### config.mk
export PLATFORM = sky130hd
export DESIGN_NAME = apb_i2c_req_arbiter
export DESIGN_NICKNAME = d
export VERILOG_FILES = /design/src/rtl/apb_i2c_req_arbiter.sv
export SDC_FILE = /design/constraint.sdc
export NUM_CORES = 1
export LEC_CHECK = 0
export BUFFER_PORTS_ARGS = -buffer_cell sky130_fd_sc_hd__clkbuf_2
export CAP_MARGIN = 30
export CORE_AREA = 2 2 107 109
export CTS_CLUSTER_SIZE = 12
export DETAILED_ROUTE_END_ITERATION = 10
export DIE_AREA = 0 0 109 111
export PLACE_DENSITY_LB_ADDON = 0.05
export SYNTH_ARGS = -nofsm -noshare
export SYNTH_HDL_FRONTEND = slang
export SYNTH_SLANG_ARGS = --single-unit
### constraint.sdc
create_clock -name PCLK -period 4.15 [get_ports PCLK]
set_input_delay 0.415 -clock PCLK [delete_from_list [all_inputs] [get_ports PCLK]]
set_output_delay 0.415 -clock PCLK [all_outputs]
set_load 0.03 [all_outputs]
### src/rtl/apb_i2c_req_arbiter.sv
// ---------------------------------------------------------------------------
// apb_i2c_req_arbiter
//   Shares the single APB slave port of the i2c controller between NUM_REQ
//   requesters. Round-robin arbitration, one two-phase APB transfer per
//   grant, and a PREADY timeout guard so that a dead slave cannot lock the bus.
//
// Ports
//   PCLK, PRESETn            clock, asynchronous active-low reset
//   req_vld/req_write        per-requester request and direction (1 = write)
//   req_addr/req_wdata       packed payload, requester i at [i*DATA_W +: DATA_W]
//   req_rdy                  one-hot accept pulse (combinational, IDLE only)
//   rsp_vld                  one-hot completion pulse to the granted requester
//   rsp_rdata/rsp_err        shared response data/error, valid with rsp_vld
//   PADDR..PENABLE           APB master outputs
//   PRDATA/PREADY/PSLVERR    APB slave responses
//   busy                     high in every state except IDLE
//   grant_id                 current or last granted requester
//   timeout                  one-cycle pulse when a transfer is aborted
//   dbg_state_o              FSM state (0 IDLE, 1 SETUP, 2 ACCESS, 3 RESP)
//
// Handshake: a request transfers on the rising edge where req_vld[i] and
// req_rdy[i] are both high; the requester holds payload stable until then.
// A response is delivered in the single cycle rsp_vld[i] is high; there is
// no back-pressure on the response side.
// ---------------------------------------------------------------------------
module apb_i2c_req_arbiter #(
    parameter int NUM_REQ     = 2,
    parameter int DATA_W      = 32,
    parameter int TIMEOUT_CYC = 64,
    parameter int IDX_W       = $clog2(NUM_REQ)
) (
    input  logic                      PCLK,
    input  logic                      PRESETn,
    input  logic [NUM_REQ-1:0]        req_vld,
    input  logic [NUM_REQ-1:0]        req_write,
    input  logic [NUM_REQ*DATA_W-1:0] req_addr,
    input  logic [NUM_REQ*DATA_W-1:0] req_wdata,
    output logic [NUM_REQ-1:0]        req_rdy,
    output logic [NUM_REQ-1:0]        rsp_vld,
    output logic [DATA_W-1:0]         rsp_rdata,
    output logic                      rsp_err,
    output logic [DATA_W-1:0]         PADDR,
    output logic [DATA_W-1:0]         PWDATA,
    output logic                      PWRITE,
    output logic                      PSELx,
    output logic                      PENABLE,
    input  logic [DATA_W-1:0]         PRDATA,
    input  logic                      PREADY,
    input  logic                      PSLVERR,
    output logic                      busy,
    output logic [IDX_W-1:0]          grant_id,
    output logic                      timeout,
    output logic [1:0]                dbg_state_o
);

    localparam int CNT_W = (TIMEOUT_CYC > 2) ? $clog2(TIMEOUT_CYC) : 1;

    typedef enum logic [1:0] {
        S_IDLE   = 2'd0,
        S_SETUP  = 2'd1,
        S_ACCESS = 2'd2,
        S_RESP   = 2'd3
    } state_t;

    state_t              state_q;
    logic [IDX_W-1:0]    rr_ptr_q;
    logic [IDX_W-1:0]    grant_q;
    logic [CNT_W-1:0]    cnt_q;
    logic [DATA_W-1:0]   paddr_q;
    logic [DATA_W-1:0]   pwdata_q;
    logic                pwrite_q;
    logic                psel_q;
    logic                penable_q;
    logic [NUM_REQ-1:0]  rsp_vld_q;
    logic [DATA_W-1:0]   rdata_q;
    logic                err_q;
    logic                timeout_q;

    // Round-robin pick: first requester at or above rr_ptr, wrapping.
    logic                found;
    logic [IDX_W-1:0]    pick;
    logic [IDX_W:0]      cand;

    always_comb begin
        found = 1'b0;
        pick  = '0;
        cand  = '0;
        for (int off = 0; off < NUM_REQ; off++) begin
            cand = {1'b0, rr_ptr_q} + (IDX_W+1)'(off);
            if (cand >= (IDX_W+1)'(NUM_REQ)) begin
                cand = cand - (IDX_W+1)'(NUM_REQ);
            end
            if (!found && req_vld[cand[IDX_W-1:0]]) begin
                found = 1'b1;
                pick  = cand[IDX_W-1:0];
            end
        end
    end

    // Pointer to the requester after the one just served.
    logic [IDX_W:0]      nxt_sum;
    logic [IDX_W-1:0]    rr_next;

    assign nxt_sum = {1'b0, grant_q} + (IDX_W+1)'(1);
    assign rr_next = (nxt_sum >= (IDX_W+1)'(NUM_REQ)) ? '0 : nxt_sum[IDX_W-1:0];

    always_comb begin
        req_rdy = '0;
        if (state_q == S_IDLE && found) begin
            req_rdy[pick] = 1'b1;
        end
    end

    always_ff @(posedge PCLK or negedge PRESETn) begin
        if (!PRESETn) begin
            state_q   <= S_IDLE;
            rr_ptr_q  <= '0;
            grant_q   <= '0;
            cnt_q     <= '0;
            paddr_q   <= '0;
            pwdata_q  <= '0;
            pwrite_q  <= 1'b0;
            psel_q    <= 1'b0;
            penable_q <= 1'b0;
            rsp_vld_q <= '0;
            rdata_q   <= '0;
            err_q     <= 1'b0;
            timeout_q <= 1'b0;
        end else begin
            rsp_vld_q <= '0;
            timeout_q <= 1'b0;
            case (state_q)
                S_IDLE: begin
                    rdata_q <= '0;
                    err_q   <= 1'b0;
                    if (found) begin
                        grant_q  <= pick;
                        pwrite_q <= req_write[pick];
                        paddr_q  <= req_addr[int'(pick)*DATA_W +: DATA_W];
                        pwdata_q <= req_wdata[int'(pick)*DATA_W +: DATA_W];
                        psel_q   <= 1'b1;
                        state_q  <= S_SETUP;
                    end
                end
                S_SETUP: begin
                    penable_q <= 1'b1;
                    state_q   <= S_ACCESS;
                end
                S_ACCESS: begin
                    // PREADY is tested first so it wins over a coinciding expiry.
                    if (PREADY) begin
                        rdata_q   <= pwrite_q ? '0 : PRDATA;
                        err_q     <= PSLVERR;
                        psel_q    <= 1'b0;
                        penable_q <= 1'b0;
                        rsp_vld_q <= {{(NUM_REQ-1){1'b0}}, 1'b1} << grant_q;
                        state_q   <= S_RESP;
                    end else if (cnt_q == CNT_W'(TIMEOUT_CYC-1)) begin
                        rdata_q   <= '0;
                        err_q     <= 1'b1;
                        timeout_q <= 1'b1;
                        psel_q    <= 1'b0;
                        penable_q <= 1'b0;
                        rsp_vld_q <= {{(NUM_REQ-1){1'b0}}, 1'b1} << grant_q;
                        state_q   <= S_RESP;
                    end else begin
                        cnt_q <= cnt_q + CNT_W'(1);
                    end
                end
                S_RESP: begin
                    rdata_q  <= '0;
                    err_q    <= 1'b0;
                    cnt_q    <= '0;
                    rr_ptr_q <= rr_next;
                    state_q  <= S_IDLE;
                end
                default: state_q <= S_IDLE;
            endcase
        end
    end

    assign rsp_vld     = rsp_vld_q;
    assign rsp_rdata   = rdata_q;
    assign rsp_err     = err_q;
    assign PADDR       = paddr_q;
    assign PWDATA      = pwdata_q;
    assign PWRITE      = pwrite_q;
    assign PSELx       = psel_q;
    assign PENABLE     = penable_q;
    assign busy        = (state_q != S_IDLE);
    assign grant_id    = grant_q;
    assign timeout     = timeout_q;
    assign dbg_state_o = state_q;

endmodule

---- Word level (Yosys, flattened, before mapping) ----
Index checks and enable logic that the tools add are counted.
W data, S select, Z words.
word-level totals
  bits in registers ....................... 113
  bits of input ports ..................... 168
  memories kept ........................... 0
  output and inout bits ................... 109
  bits in latches ......................... 0
  logic and storage cells ................. 94
  memory bits (read-only) ................. 0
  bits in writable memories ............... 0
cells by class
  $mul .................................... 0
  mux-type cells .......................... 41
  reductions and logical operators ........ 17
  eq/ne operators ......................... 8
  bitwise logic cells ..................... 0
  shift operators ......................... 3
  add/sub/neg operators ................... 5
  divide/modulo/power cells ............... 0
  $lt $le $gt $ge ......................... 7
operator list
  cell                   count
  $shiftx A64 B7 Y32     2
  $mux W32               3
  $pmux W32 S2           1
  $mux W1                22
  $mux W2                7
  $mux W6                2
  $pmux W6 S2            1
  $reduce_bool A2 Y1     5
  $pmux W2 S4            1
  $reduce_and A2 Y1      4
  $add A6 B1 Y6 const B  1
  $eq A6 B6 Y1 const B   1
  $lt A1 B2 Y1 const B   3
  $ne A2 B2 Y1 const B   3
  $pmux W1 S2            3
  $reduce_and A3 Y1      2
  $add A1 B1 Y2 const B  2
  $eq A2 B2 Y1 const B   2
  $ge A2 B2 Y1 const B   2
  $logic_and A1 B1 Y1    3
  $ne A3 B3 Y1 const B   1
  $eq A2 B1 Y1 const B   1
  $ge A1 B2 Y1 const B   1
  $logic_not A2 Y1       1
  6 further kinds        7

---- Depth between registers and ports, before layout ----
  depth after elaboration ................. 13
  mapped depth ............................ 9
  mapped depth without buffers ............ 6

---- Least setup slack after synthesis ----
OpenSTA, ideal clock, no wires.
  path type ............................... reg-to-output
  start point ............................. register state_q[0], in the netlist dbg_state_o[0]
  end point ............................... output req_rdy[0]
  cell stages (with the launch flop) ...... 6
  slack ................................... 2.180 ns
  data required time ...................... 3.735 ns
  arrival ................................. 1.555 ns
  path buffers ............................ 1
  cells stage by stage .................... dfrtp_1 inv_1 ha_1 nand2_1 a21oi_1 clkbuf_1
on the way
  longest elaborated chain between the ends .. 3
ends and longest elaborated chain
  item                    RTL line  RTL
  start, declared         65        state_t state_q;
  start signal, assigned  116       state_q <= S_IDLE;
  start signal, assigned  142       state_q <= S_SETUP;
  start signal, assigned  147       state_q <= S_ACCESS;
  $logic_not A2 Y1        109       if (state_q == S_IDLE && found) begin
  $logic_and A1 B1 Y1     109
  $mux W2                 109
  end, declared           38        output logic [NUM_REQ-1:0] req_rdy,
Every way passes these cells.

---- Worst setup path after layout ----
  start point ............................. register state_q[1], in the netlist dbg_state_o[1]
  end point ............................... output req_rdy[0]
Same word-level chain as after synthesis.

==> results by group <==
Status
  – Run status: completed

STA
  – Worst-margin pin slew: 1010 ps
  – Minimum clock period: 2880 ps
  – Final hold vios: 0
  – Setup violations, final: 0
  – Clock Skew: 5.49 ps
  – Slew Limit Fails: 0
  – Max Freq: 347 MHz
  – Crit share post-route: 0.694
  – Slew headroom: 0.328
  – Setup ws final: 1270 ps
  – Post-route setup TNS: 0 ps
  – RSZ-0062 raised after global routing: false

Setup path
  – Crit end category: primary output
  – Top delay family on crit path: compound AO/OA/AOI/OAI gates
  – CP arrival: 2470 ps
  – Critical Path RT: 3730 ps
  – Buffers & Inverters on Critical Path: 2
  – Critical Path Start Type: flop
  – Critical path class: flop to primary output
  – CP Max Fanout: 40
  – Critical path, cell by cell: inv_1 > ha_1 > nand2_1 > a21oi_4 > clkbuf_2
  – Max incr delay on CP: 770 ps
  – Crit-path slowest cell: a21oi_4

Route
  – Residual DRC count: 0
  – Starting DRT DRC Count: 488
  – Via count: 4,616
  – Detail Route Antenna Nets: 0
  – TritonRoute pass-1 iters: 9
  – Mean routed wirelength per cell: 16.9 um
  – DRT Wirelength: 14,800 um
  – Vias per cell: 5.28

Floorplan
  – Core box area: 0.0111 sq mm
  – Die Span Y: 111 um
  – I/O Pins: 277
  – Die Width: 109 um
  – Die area: 0.0121 sq mm
  – Row count: 39
  – Initial core utilization: 0.437

Clocking
  – Clk root buf: clkbuf_16
  – Clock Sinks: 113
  – # resized after CTS: 0
  – Post-CTS Setup Inserts: 0
  – Post-CTS Hold Buffers: 1
  – Worst skew pair latency: 400 ps
  – CTS tree: done
  – Clock Tree Buf Depth: 2
  – Clk slew on worst S/H paths: 50 ps
  – H-tree levels: 4
  – CTS buffer count: 17

Yosys
  – Post-synthesis sequential area ratio: 0.584
  – Netlist Area Pre-Place: 0.00484 sq mm
  – Yosys top cell by area: dfrtp_1
  – Main flop type after synthesis: dfrtp_1
  – Yosys reg bits: 113
  – Synth cell types: 39
  – Mean area per synthesized cell: 10.7 sq um
  – Post-Synthesis Cells: 453
  – Post-synth EDFFs: 0
  – Synth top area cells: dfrtp_1 58%, a222oi_1 13%, inv_1 8.2%, o21ai_0 4.0%, nand3_1 3.7%
  – Synth top area share: 0.584
  – Mapped Nets: 626
  – YS warnings: 0
  – Ys async rst share: 1.00

Global routing
  – GRT overflow: 0
  – Largest net degree at the start of global routing: 66
  – Vias in the first global route: 4,518
  – GR Util All Layers: 0.249
  – First-pass GRT wire length: 22,800 um
  – Initial antenna violation count: 0

Placed design
  – Routability Congestion: 0.865
  – Worst slack at placement: 1660 ps
  – PortBufs: 276
  – Post-DP HPWL: 10,800 um

Power
  – Worst vdd ir: 454 uV
  – Power Dens Cells: 927 mW/mm^2
  – P_leak: 3.89 nW

Finish
  – Share of layout cells above drive strength 1: 0.441
  – Util after Layout: 0.630
  – ANT cells: 0
  – Nets: 893
  – Area Overhead vs Synth: 44.3%

Min path
  – Worst hold path type: primary input to flop

Run
  – Max-cap violations: 0
state kept, by name, indices dropped and copies added (netlist names):
| register | count |
|---|---|
| PADDR | 32 |
| PWRITE | 1 |
| rsp_rdata | 32 |
| dbg_state_o | 2 |
| rr_ptr_q | 1 |
| PWDATA | 32 |
| PSELx | 1 |
| timeout | 1 |
| grant_id | 1 |
| rsp_err | 1 |
| PENABLE | 1 |
| cnt_q | 6 |
| rsp_vld | 2 |
routing by layer:
| metal | vias up | routed length [um] | global-route usage |
|---|---|---|---|
| met1 | 2193 | 5790 | 0.295 |
| met3 | 23 | 1310 | 0.103 |
| met2 | 247 | 7390 | 0.405 |
| met4 | 0 | 285 | 0.0863 |
| met5 | - | 0 | 0 |
| li1 | 2153 | - | - |
layout make-up:
| type | instances | area (sq um) |
|---|---|---|
| Tap cell | 143 | 179 |
| Clock inverter | 11 | 185 |
| Sequential cell | 113 | 2830 |
| Timing Repair Buffer | 284 | 1470 |
| Clock buffer | 20 | 457 |
| Fill cell | 929 | 4100 |
| Multi-Input combinational cell | 197 | 1470 |
| Inverter | 107 | 402 |
path summary, 6_finish.rpt:
kind / from / endpoint / slack, ps / cells after the start
hold reg to reg: PWDATA[31] / PWDATA[31] / 510 / 2
min in group asynchronous: PRESETn / rsp_rdata[18] / 420 / 2
setup reg to reg: dbg_state_o[1] / PWDATA[8] / 1670 / 7
hold / removal: req_wdata[60] / PWDATA[28] / 220 / 3
setup / recovery: dbg_state_o[1] / req_rdy[0] / 1270 / 5
max in group asynchronous: PRESETn / PADDR[2] / 2830 / 3
per-stage QoR:
stage | cell area (sq um) | hold WS (ps) | total power [W] | cells
after floorplan | 4840 | 119 | 0.00400 | 453
after global placement | 6300 | 302 | 0.00483 | 842
after detailed placement | 6330 | 302 | 0.00493 | 843
after CTS | 6980 | 201 | 0.00653 | 875
after global routing | 6980 | 197 | 0.00687 | 875
final | 6980 | 221 | 0.00647 | 875
logic make-up after synthesis:
family / after synthesis / share of synthesized area
AOI/OAI and AO/OA: 123 / 0.203
adders and majority gates: 5 / 0.0129
buffers and inverters: 143 / 0.121
DFF: 113 / 0.584
muxes: 5 / 0.0106
and+or+nand+nor: 64 / 0.0680
worst register-to-register path, stage by stage, from the launching register on:
cell and delay [ps]:
dfrtp_1 420, inv_1 100, ha_1 270, nand2_1 130
a21oi_4 770, buf_4 440, a222oi_1 180, inv_1 100
layout by cell type (no fill, tap or decap), types with 2 or more instances in the layout:
cell type | netlist | routed
buf_4 | 5 | 7
bufinv_16 | 0 | 5
inv_1 | 106 | 106
a21oi_4 | 0 | 2
clkbuf_8 | 0 | 2
a22oi_1 | 2 | 2
nand2b_1 | 2 | 2
nand2_1 | 7 | 7
mux2i_1 | 4 | 4
clkbuf_2 | 0 | 275
o22ai_1 | 3 | 3
clkbuf_16 | 0 | 17
nand3_1 | 36 | 36
clkinvlp_4 | 0 | 2
o21ai_0 | 39 | 39
a21oi_1 | 6 | 5
dfrtp_1 | 113 | 113
nor2_1 | 7 | 7
a222oi_1 | 65 | 65
clkinv_2 | 0 | 4
ha_1 | 5 | 5
cells in the mapped netlist, drive strengths merged, types with 4 or more instances:
library cell,n
nand2,8
a21oi,7
nor2,7
clkbuf,13
inv,106
o21ai,40
buf,23
ha,5
mux2i,4
dfrtp,113
nand3,36
a222oi,65
report_power, final:
part	internal, W	total [W]	switching [W]	leakage (nW)
registers	0.00160	0.00193	0.000330	1.45
clock network	0.00109	0.00157	0.000479	0.312
logic	0.000908	0.00297	0.00206	2.13
Note: power is estimated with default switching activity, not from simulation.
